File: config.mk
export PLATFORM = sky130hd
export DESIGN_NAME = crc_byte_serializer
export DESIGN_NICKNAME = d
export VERILOG_FILES = /design/src/rtl/crc_byte_serializer.sv
export SDC_FILE = /design/constraint.sdc
export NUM_CORES = 1
export LEC_CHECK = 0
export ABC_AREA = 1
export CAP_MARGIN = 40
export CORE_MARGIN = 2
export CORE_UTILIZATION = 50
export CTS_CLUSTER_DIAMETER = 100
export DETAILED_ROUTE_END_ITERATION = 6
export GPL_ROUTABILITY_DRIVEN = 1
export HOLD_SLACK_MARGIN = 0.02
export PLACE_DENSITY = 0.77
export SYNTH_ARGS = -nofsm -noshare
export SYNTH_HDL_FRONTEND = slang
export SYNTH_SLANG_ARGS = --single-unit
File: constraint.sdc
create_clock -name CLK -period 2 [get_ports CLK]
set_input_delay 0.2 -clock CLK [delete_from_list [all_inputs] [get_ports CLK]]
set_output_delay 0.2 -clock CLK [all_outputs]
set_load 0.01 [all_outputs]
File: src/rtl/crc_byte_serializer.sv
// Byte-to-serial feeder for the serial CRC engine: buffers parallel bytes in a
// small FIFO and shifts each out LSB-first with ACTIVE framing and an inter-frame gap.
module crc_byte_serializer #(
  parameter int unsigned DATA_WIDTH = 8,
  parameter int unsigned FIFO_DEPTH = 2,
  parameter int unsigned GAP_CYCLES = 10
) (
  input  logic                  CLK,
  input  logic                  RST,
  input  logic [DATA_WIDTH-1:0] P_DATA,
  input  logic                  DATA_VALID,
  output logic                  DATA_READY,
  output logic                  SER_DATA,
  output logic                  ACTIVE,
  output logic                  BUSY
);

  localparam int unsigned AW = $clog2(FIFO_DEPTH);
  localparam int unsigned CW = $clog2(DATA_WIDTH + 1);
  localparam int unsigned GW = $clog2(GAP_CYCLES + 1);
  localparam logic [CW-1:0] BIT_LAST = CW'(DATA_WIDTH - 1);
  localparam logic [GW-1:0] GAP_LAST = GW'(GAP_CYCLES - 1);

  typedef enum logic [1:0] {IDLE, SHIFT, GAP} state_t;

  state_t                state;
  logic [DATA_WIDTH-1:0] mem [FIFO_DEPTH];
  logic [DATA_WIDTH-1:0] head;
  logic [DATA_WIDTH-1:0] shreg;
  logic [AW:0]           wr_ptr, rd_ptr, wr_ptr_nxt, rd_ptr_nxt;
  logic [CW-1:0]         bit_cnt;
  logic [GW-1:0]         gap_cnt;
  logic                  ready_en;
  logic                  full, empty, empty_nxt;
  logic                  push, pop, bit_done, gap_done;

  // Extra pointer MSB separates full (MSBs differ) from empty (pointers equal).
  always_comb begin
    full       = (wr_ptr[AW] != rd_ptr[AW]) && (wr_ptr[AW-1:0] == rd_ptr[AW-1:0]);
    empty      = (wr_ptr == rd_ptr);
    DATA_READY = ready_en && !full;
    push       = DATA_VALID && DATA_READY;
    bit_done   = (bit_cnt == BIT_LAST);
    gap_done   = (gap_cnt == GAP_LAST);
    pop        = !empty && ((state == IDLE) || ((state == GAP) && gap_done));
    wr_ptr_nxt = wr_ptr + {{AW{1'b0}}, push};
    rd_ptr_nxt = rd_ptr + {{AW{1'b0}}, pop};
    empty_nxt  = (wr_ptr_nxt == rd_ptr_nxt);
    head       = mem[rd_ptr[AW-1:0]];
  end

  always_ff @(posedge CLK) begin
    if (push) mem[wr_ptr[AW-1:0]] <= P_DATA;
  end

  always_ff @(posedge CLK or negedge RST) begin
    if (!RST) begin
      wr_ptr   <= '0;
      rd_ptr   <= '0;
      ready_en <= 1'b0;
    end else begin
      wr_ptr   <= wr_ptr_nxt;
      rd_ptr   <= rd_ptr_nxt;
      ready_en <= 1'b1;
    end
  end

  always_ff @(posedge CLK or negedge RST) begin
    if (!RST) begin
      state    <= IDLE;
      shreg    <= '0;
      bit_cnt  <= '0;
      gap_cnt  <= '0;
      SER_DATA <= 1'b0;
      ACTIVE   <= 1'b0;
      BUSY     <= 1'b0;
    end else begin
      case (state)
        IDLE: begin
          if (pop) begin
            state    <= SHIFT;
            shreg    <= head;
            SER_DATA <= head[0];
            ACTIVE   <= 1'b1;
            bit_cnt  <= '0;
            BUSY     <= 1'b1;
          end else begin
            SER_DATA <= 1'b0;
            ACTIVE   <= 1'b0;
            BUSY     <= !empty_nxt;
          end
        end
        SHIFT: begin
          BUSY <= 1'b1;
          if (bit_done) begin
            state    <= GAP;
            SER_DATA <= 1'b0;
            ACTIVE   <= 1'b0;
            gap_cnt  <= '0;
          end else begin
            shreg    <= shreg >> 1;
            SER_DATA <= shreg[1];
            bit_cnt  <= bit_cnt + 1'b1;
          end
        end
        GAP: begin
          if (!gap_done) begin
            gap_cnt <= gap_cnt + 1'b1;
            BUSY    <= 1'b1;
          end else if (pop) begin
            // Back-to-back frame: start shifting without passing through IDLE.
            state    <= SHIFT;
            shreg    <= head;
            SER_DATA <= head[0];
            ACTIVE   <= 1'b1;
            bit_cnt  <= '0;
            BUSY     <= 1'b1;
          end else begin
            state <= IDLE;
            BUSY  <= !empty_nxt;
          end
        end
        default: begin
          state    <= IDLE;
          SER_DATA <= 1'b0;
          ACTIVE   <= 1'b0;
          BUSY     <= 1'b0;
        end
      endcase
    end
  end

endmodule

==> results.py <==
metrics = {
    "cells_and_area": {
        "final_common_cell": "nand2_1",
        "area_growth_pct": 26.3,
        "multi_input_area_um2": 826,
        "antenna_cells": 0,
        "fillers": 286,
        "nets": 246,
        "design_area_um2": 2450,
        "layout-drive-gt1-share_pct": 27.0,
        "register_area_um2": 1110,
        "final_cell_mix": "nand2_1 (61), dfrtp_1 (21), buf_4 (17)",
    },
    "global_route": {
        "grt_pass1_vias": 1312,
        "grt_max_degree": 26,
        "grt_usage_pct": 17.3,
        "grt_pass1_wl_mm": 5.71,
        "overflow": 0,
        "antenna_found_initial": 0,
    },
    "cts": {
        "insertion_delay_ns": 0.30,
        "clock-sinks": 41,
        "htreeDepth": 2,
        "clockBufferDepth": 2,
        "numCtsBuffers": 5,
        "cts_tree": "done",
        "cts-root-buf": "clkbuf_8",
        "clk_pin_slew_worst_paths_ns": 0.09,
    },
    "synthesis": {
        "seq_area_frac_synth_pct": 56.9,
        "syn_nets": 212,
        "ys_ff_latch": 41,
        "synth.distinct_cells": 27,
        "synth.avg_cell_area_um2": 9.96,
        "synth_area_um2": 1940,
        "synth_cells": 195,
        "yosys_warnings": 0,
    },
    "detailed_routing": {
        "drt-wirelength-per-cell_um": 14.5,
        "vias_per_cell": 5.14,
        "drtAntennaViolNets": 0,
        "drc": 0,
        "wl_mm": 4.03,
        "vias": 1429,
        "firstDrtPassIters": 4,
        "drtIter0Drc": 89,
    },
    "timing": {
        "hold_viol": 0,
        "fin_crit_ns": 2.01,
        "slew_viol_final": 0,
        "setup_violations": 1,
        "whs_ns": 0.266,
        "post-route-period-util_pct": 100,
        "fmax_mhz": 498,
        "fin_worst_skew_ns": 0.0113,
        "fin_ws_ns": -0.00787,
    },
    "power": {
        "p_per_area_nw_per_um2": 1620,
        "p_leak_nw": 1.09,
        "ir_worst_vdd_mv": 0.876,
    },
    "critical_path": {
        "timing.reg2reg.setup_slack_ns": -0.008,
        "reg2reg_depth": 15,
        "rr_endpoint": "BUSY",
        "cp-endpoint": "BUSY",
        "critPathCaptureType": "register",
        "arrival_ns": 2.21,
        "cp-startpoint": "bit_cnt[1]",
        "critPathRequiredTime_ns": 2.20,
        "crit_type": "reg -> reg",
        "worstPathMaxFanout": 3,
        "r2r-start": "bit_cnt[1]",
        "start_kind": "register",
    },
    "place": {
        "gp_congestion": 0.792,
        "hpwl_mm": 2.33,
        "dpl-instance-area_um2": 2170,
        "port_buffers": 14,
    },
    "run_status": {
        "violations": "negative setup slack",
        "status": "complete, but fails checks",
    },
    "floorplan": {
        "initial_core_util_pct": 52.7,
        "ioPinCount": 15,
        "die-area_um2": 4400,
        "rows": 22,
        "fp.dieW_um": 66.3,
        "die_y_um": 66.3,
        "core-area_um2": 3690,
    },
    "job": {
        "maxCapViolations": 0,
    },
    "min_path": {
        "hold_path.class": "in -> async",
    },
}
[cell type report]
cell class / instances / area share (%)
Tap cell: 48 / 2.45
Sequential cell: 41 / 45.3
Clock inverter: 3 / 1.89
Multi-Input combinational cell: 131 / 33.7
Inverter: 19 / 3.01
Clock buffer: 5 / 2.80
Timing Repair Buffer: 31 / 10.9
[synth_stat cells, drive strengths merged]
| library cell | n | area share (%) |
|---|---|---|
| nand2 | 65 | 14 |
| or2 | 1 | 0.32 |
| a31oi | 7 | 2.3 |
| xnor2 | 2 | 0.90 |
| a21oi | 4 | 1.0 |
| nand3 | 20 | 7.9 |
| nand4 | 1 | 0.32 |
| nor2 | 13 | 3.3 |
| conb | 1 | 0.19 |
| inv | 19 | 3.7 |
| o21a | 1 | 0.39 |
| ha | 6 | 3.9 |
| o21ai | 4 | 1.0 |
| xor2 | 4 | 1.8 |
| dfrtp | 25 | 32 |
| o22ai | 1 | 0.32 |
| buf | 4 | 1.9 |
| and2 | 1 | 0.32 |
| edfxtp | 16 | 25 |
[worst min-delay path by stage]
stage               slack, ns       end  cells past startpoint   start
finish                   0.27  SER_DATA                      2     RST
global route             0.30  SER_DATA                      2     RST
CTS                      0.28  SER_DATA                      2     RST
detailed placement       0.49    ACTIVE                      2  ACTIVE
global placement         0.49    ACTIVE                      2  ACTIVE
floorplan                -0.1    ACTIVE                      0     RST
[metrics by stage]
step                      std cells  total power [W]  util [%]  TNS (ns)  setup slack (ns)
after floorplan                 195          0.00254         -         0          0.000313
after global placement          260          0.00287      58.7         0             0.125
after detailed placement        260          0.00293      58.7   -0.0297           -0.0297
after CTS                       270          0.00364      62.5         0            0.0157
after global routing            278          0.00425      66.5    -0.116            -0.116
final                           278          0.00397      66.5  -0.00787          -0.00787
[routing by layer]
| metal | up-vias | wire length, um | global-route usage [%] |
|---|---|---|---|
| li1 | 701 | - | - |
| met1 | 673 | 1580 | 22.0 |
| met2 | 46 | 2140 | 28.2 |
| met3 | 9 | 226 | 5.62 |
| met4 | 0 | 77 | 4.59 |
| met5 | - | 0 | 0 |
[cell families after synthesis]
group                      count (synthesis)  synth area share, %
adders and majority gates                  6                 3.86
other                                      1                0.193
buffers and inverters                     23                 5.60
AOI/OAI and AO/OA                         17                 5.02
and+or+nand+nor                          101                 25.7
xor gates and xnor gates                   6                 2.70
DFF                                       41                 56.9
[state kept, by name, indices dropped and copies added, names as in the netlist]
signal,flops
gap_cnt,4
SER_DATA,1
ready_en,1
state,2
shreg,7
mem,16
bit_cnt,4
wr_ptr,2
ACTIVE,1
rd_ptr,2
BUSY,1
[repair_timing]
item	in CTS	in global routing
setup endpoints to repair	1	1
cloned	0	0
resized for setup	2	20
hold buffers	0	0
pin swaps	0	10
buffers inserted	2	8
[power breakdown]
group	leakage [nW]	internal (W)	switching, W
clock network	0.0543	0.000373	0.000299
registers	0.448	0.00115	0.000233
logic	0.590	0.000792	0.00112
[worst max-delay path, stage by stage (launching register included)]
cell     delay (ns)
dfrtp_1        0.45
ha_4           0.20
nand3_4        0.08
nand2_4        0.06
nand2_4        0.08
inv_4          0.04
nand3_4        0.05
inv_2          0.05
ha_4           0.26
nor2_1         0.05
nor2_1         0.11
nand2_1        0.08
a21oi_2        0.16
nand3_1        0.11
nand2_1        0.08
inv_1          0.04
Note: power is estimated with default switching activity, not from simulation.
